**config.mk**
```make
export PLATFORM = sky130hd
export DESIGN_NAME = param_bit_counter
export DESIGN_NICKNAME = d
export VERILOG_FILES = /design/src/rtl/param_bit_counter.sv
export SDC_FILE = /design/constraint.sdc
export NUM_CORES = 1
export LEC_CHECK = 0
export BUFFER_PORTS_ARGS = -buffer_cell sky130_fd_sc_hd__buf_2
export CAP_MARGIN = 20
export CORE_UTILIZATION = 50
export CTS_CLUSTER_DIAMETER = 150
export CTS_CLUSTER_SIZE = 20
export DETAILED_ROUTE_END_ITERATION = 10
export PLACE_DENSITY = 0.77
export SKIP_LAST_GASP = 1
export SYNTH_ARGS = -nofsm -noshare
export SYNTH_HDL_FRONTEND = slang
export SYNTH_SLANG_ARGS = --single-unit
export TNS_END_PERCENT = 100
```
**constraint.sdc**
```tcl
create_clock -name clk -period 4.4 [get_ports clk]
set_input_delay 0.88 -clock clk [delete_from_list [all_inputs] [get_ports clk]]
set_output_delay 0.88 -clock clk [all_outputs]
set_load 0.03 [all_outputs]
```
**src/rtl/param_bit_counter.sv**
```systemverilog
// Up/down counter with a programmable modulus. At the range ends it either wraps
// (and pulses Carry/Borrow) or saturates (and sets sticky Overflow/Underflow).
module param_bit_counter #(
  parameter int              WIDTH    = 8,
  parameter longint unsigned MODULUS  = (64'd1 << WIDTH),
  parameter int              SATURATE = 0
) (
  input  logic             clk,
  input  logic             reset,
  input  logic             ClearCounter,
  input  logic             LoadCounter,
  input  logic [WIDTH-1:0] LoadValue,
  input  logic             IncCounter,
  input  logic             DecCounter,
  output logic [WIDTH-1:0] Count,
  output logic             Carry,
  output logic             Borrow,
  output logic             Overflow,
  output logic             Underflow,
  output logic             AtMax,
  output logic             AtZero
);

  // The modulus is kept at 64 bits so WIDTH=32 with MODULUS=2**32 is representable.
  localparam logic [63:0]      MOD64   = MODULUS;
  localparam logic [63:0]      MAX64   = MOD64 - 64'd1;
  localparam logic [WIDTH-1:0] MAX_VAL = MAX64[WIDTH-1:0];
  localparam bit               SAT_EN  = (SATURATE != 0);

  logic [WIDTH-1:0] count_q, count_d;
  logic             carry_q, carry_d;
  logic             borrow_q, borrow_d;
  logic             overflow_q, overflow_d;
  logic             underflow_q, underflow_d;

  logic load_in_range;
  logic do_inc;
  logic do_dec;

  assign load_in_range = ({{(64-WIDTH){1'b0}}, LoadValue} < MOD64);
  assign do_inc        = IncCounter && !DecCounter;
  assign do_dec        = DecCounter && !IncCounter;

  always_comb begin
    count_d     = count_q;
    carry_d     = 1'b0;
    borrow_d    = 1'b0;
    overflow_d  = overflow_q;
    underflow_d = underflow_q;

    if (ClearCounter) begin
      count_d     = '0;
      overflow_d  = 1'b0;
      underflow_d = 1'b0;
    end else if (LoadCounter) begin
      count_d = load_in_range ? LoadValue : MAX_VAL;
    end else if (do_inc) begin
      if (count_q != MAX_VAL) begin
        count_d = count_q + WIDTH'(1);
      end else if (SAT_EN) begin
        overflow_d = 1'b1;
      end else begin
        count_d = '0;
        carry_d = 1'b1;
      end
    end else if (do_dec) begin
      if (count_q != '0) begin
        count_d = count_q - WIDTH'(1);
      end else if (SAT_EN) begin
        underflow_d = 1'b1;
      end else begin
        count_d  = MAX_VAL;
        borrow_d = 1'b1;
      end
    end
  end

  always_ff @(posedge clk) begin
    if (reset) begin
      count_q     <= '0;
      carry_q     <= 1'b0;
      borrow_q    <= 1'b0;
      overflow_q  <= 1'b0;
      underflow_q <= 1'b0;
    end else begin
      count_q     <= count_d;
      carry_q     <= carry_d;
      borrow_q    <= borrow_d;
      overflow_q  <= overflow_d;
      underflow_q <= underflow_d;
    end
  end

  assign Count     = count_q;
  assign Carry     = carry_q;
  assign Borrow    = borrow_q;
  assign Overflow  = overflow_q;
  assign Underflow = underflow_q;
  assign AtMax     = (count_q == MAX_VAL);
  assign AtZero    = (count_q == '0);

endmodule
```
==> flow_summary.toml <==
[power_and_ir_drop]
pwr-share-clk = 0.289
internal_power_mw = 0.1863
netSwitchingFraction = 0.3707
share_comb_of_total_power = 0.354
power.density_cell_area_nw_per_um2 = 268.3
post-layout-total-power_mw = 0.2961
p_leak_nw = 0.4561
peakVddDrop_uv = 184.2
pwr-share-seq = 0.357
power.net_switching_mw = 0.1097

[critical_path]
crit-reg2reg-launch = "Count[0]$_SDFFE_PP0P_"
largest_fanout_of_any_net_on_the_critical_path = 16
worst_setup_path_start_kind = "register"
worst-endpoint-required_ns = 3.52
worst_ep_arrival_time_ns = 1.93
crit-reg2reg-capture = "Count[3]$_SDFFE_PP0P_"
timing.reg2reg.worst_path_depth = 7
crit_end = "AtMax"
ff2ff_setup_slack_ns = 2.45
crit_start = "Count[2]$_SDFFE_PP0P_"
end_kind = "primary output"
setup.worst_path.class = "reg -> out"

[synthesis]
synth_top_cells_by_count = "sky130_fd_sc_hd__nor2_1 (14), sky130_fd_sc_hd__dfxtp_1 (10), sky130_fd_sc_hd__o21ai_0 (9)"
yosysSeqAreaShare = 0.2059
ys_ff_latch = 10
syn_inst = 126
post_synth_num_cell_types = 51
synth-edff-count = 0
ys_warn_count = 0
synthArstFlopShare = 0
netlist.top_cell.by_area = "sky130_fd_sc_hd__dfxtp_1"
yosys.area.top_type_share = 0.2059
synth_top_cells_by_area = "sky130_fd_sc_hd__dfxtp_1 (21%), sky130_fd_sc_hd__nor2_1 (5.4%), sky130_fd_sc_hd__o21ai_0 (4.6%)"
syn_area_per_cell_um2 = 7.716
ys_dominant_reg_cell = "sky130_fd_sc_hd__dfxtp_1"
yosys.cell_count.top_type = "sky130_fd_sc_hd__nor2_1"
mapped_cell_area_um2 = 972.2

[clock_tree]
worst_skew_pair.late_latency_ns = 0.28
cts.clk_slew.worst_paths_ns = 0.07
postcts_setup_bufs = 0
cts-resized-gates = 0
cts_inserted_buffers = 3
cts_hold_buffers = 0
cts_max_level = 1
cts-root-buf = "sky130_fd_sc_hd__clkbuf_4"
cts.sinks = 10
clock_tree_from_tritoncts = "built"
clk_path_buf_depth = 2

[timing]
final.setup_skew_ns = 0.008918
timing.fmax_mhz = 356.0
min_period_ns = 2.809
timing.final.ws_setup_ns = 1.591
totalNegativeSetupSlack_ns = 0
hold_viol_final = 0
worst-slew-pin-transition_ns = 0.6527
timing.max_slew.rel_slack = 0.5632
rsz_0062_raised_after_global_routing = "no"
fin_crit_sh = 0.6384
slew_viol_final = 0
total_of_endpoints_with_negative_setup_slack_in_the_final_report = 0

[drt]
dr_total_vias = 1106
via_density_per_instance = 6.468
detailedRoute.firstIterationViolations = 50
drc_errors = 0
drtPass1Iterations = 4
drt_wl_total_mm = 2.733
drt-wirelength-per-cell_um = 15.98
antenna_left = 0

[worst_hold_path]
worstHoldPathType = "reg -> reg"
worstHoldStart = "Count[6]$_SDFFE_PP0P_"

[die]
initial_utilization = 0.5453
floorplan.die.width_um = 46.10
core_um2 = 1783
top_level_ports = 28
dieHeight_um = 46.10
rows = 15
floorplan.die_area_um2 = 2125

[flow_run]
max-cap-violations = 0

[grt]
wire_length_of_the_first_global_routing_pass_mm = 4.271
pin_count_of_the_biggest_net_entering_global_routing = 17
initial_antenna_violation_count = 0
groute.usage.overall = 0.2844
grt_pass1_vias = 917
grt.overflow.total = 0

[layout]
n_antenna_cell = 0
post-route-util = 0.6189
syn_to_final_growth_pct = 13.51
fin_area_um2 = 1104
final_layout_size_suffix_gt1_frac = 0.2740
nets = 164

[status]
run_status = "finished, final reports clean"

[place]
detailed_place.area_um2 = 1067
io_buffer_count = 25
place_congestion = 0.9419
hpwlAfterDp_mm = 1.905
placement.setup.worst_slack_ns = 1.937
-- registers in the layout, indices dropped and copies added (netlist names) --
| signal | count |
|---|---|
| Count | 8 |
| Carry | 1 |
| Borrow | 1 |
-- stage by stage --
stage	hold WS [ns]	cells
finish	0.6243	171
global placement	0.6054	167
CTS	0.6158	171
detailed placement	0.6055	167
floorplan	0.6826	127
global route	0.6484	171
-- worst max-delay path, cell delays in order, from the launching register on --
cell	delay, ns
sky130_fd_sc_hd__dfxtp_1	0.66
sky130_fd_sc_hd__and3_2	0.35
sky130_fd_sc_hd__nand3_1	0.13
sky130_fd_sc_hd__nor2_1	0.27
sky130_fd_sc_hd__buf_2	0.25
-- area by class of cell --
type	instances	area, um2
well taps	25	31.28
repair buffers	25	125.1
flip-flops and latches	10	200.2
fillers	180	679.4
inverters	5	18.77
multi-input cells	102	691.9
clock buffers	4	36.28
-- how the worst min path moves through the flow --
stage                                       end  slack (ns)  depth (start not counted)
after floorplan           Count[6]$_SDFFE_PP0P_        0.68                          2
after global placement    Count[6]$_SDFFE_PP0P_        0.61                          2
after detailed placement  Count[6]$_SDFFE_PP0P_        0.61                          2
after CTS                 Count[6]$_SDFFE_PP0P_        0.62                          2
after global routing      Count[6]$_SDFFE_PP0P_        0.65                          2
final                     Count[6]$_SDFFE_PP0P_        0.62                          2
-- kinds of logic (layout without fill, tap and decap cells) --
kind of cell             after synthesis  count (layout)  share of synthesized area
other                                  1               2                   0.003857
AO/OA/AOI/OAI                         50              50                     0.3745
multiplexers                           1               1                    0.01158
flip-flops                            10              10                     0.2059
adder cells (fa/ha/maj)                3               3                    0.03861
AND/OR/NAND/NOR                       44              44                     0.2613
buffers and inverters                 15              34                    0.08623
XOR/XNOR                               2               2                    0.01802
-- layout by cell type, fill, tap and decap left out, types with 2 or more instances in the layout --
master                     count
sky130_fd_sc_hd__o211ai_1      6
sky130_fd_sc_hd__clkbuf_4      3
sky130_fd_sc_hd__nand3_1       5
sky130_fd_sc_hd__o21ai_0       9
sky130_fd_sc_hd__conb_1        2
sky130_fd_sc_hd__a211oi_1      3
sky130_fd_sc_hd__and3_1        2
sky130_fd_sc_hd__a21oi_1       8
sky130_fd_sc_hd__inv_1         5
sky130_fd_sc_hd__a31oi_1       5
sky130_fd_sc_hd__nor2_1       14
sky130_fd_sc_hd__ha_1          3
sky130_fd_sc_hd__o41ai_1       2
sky130_fd_sc_hd__nand2_1       6
sky130_fd_sc_hd__dfxtp_1      10
sky130_fd_sc_hd__buf_2        25
sky130_fd_sc_hd__nor2b_4       2
sky130_fd_sc_hd__nor3_2        2
sky130_fd_sc_hd__a21o_1        2
sky130_fd_sc_hd__nand4_1       2
-- per-layer routing --
layer | part of all wire | vias up | track usage
met4 | 0.0088 | 0 | 0.04706
met5 | 0 | - | 0
li1 | - | 519 | -
met2 | 0.48 | 66 | 0.4592
met1 | 0.42 | 514 | 0.3850
met3 | 0.092 | 7 | 0.07059
-- power by group through the flow --
stage	clock, mW	sequential (mW)	combinational [mW]
floorplan	0	0.110	0.0785
global placement	0	0.107	0.101
finish	0.0855	0.106	0.105
detailed placement	0	0.107	0.103
CTS	0.0866	0.105	0.104
global route	0.0931	0.107	0.113
No activity file was read; power rests on OpenSTA's default activity.
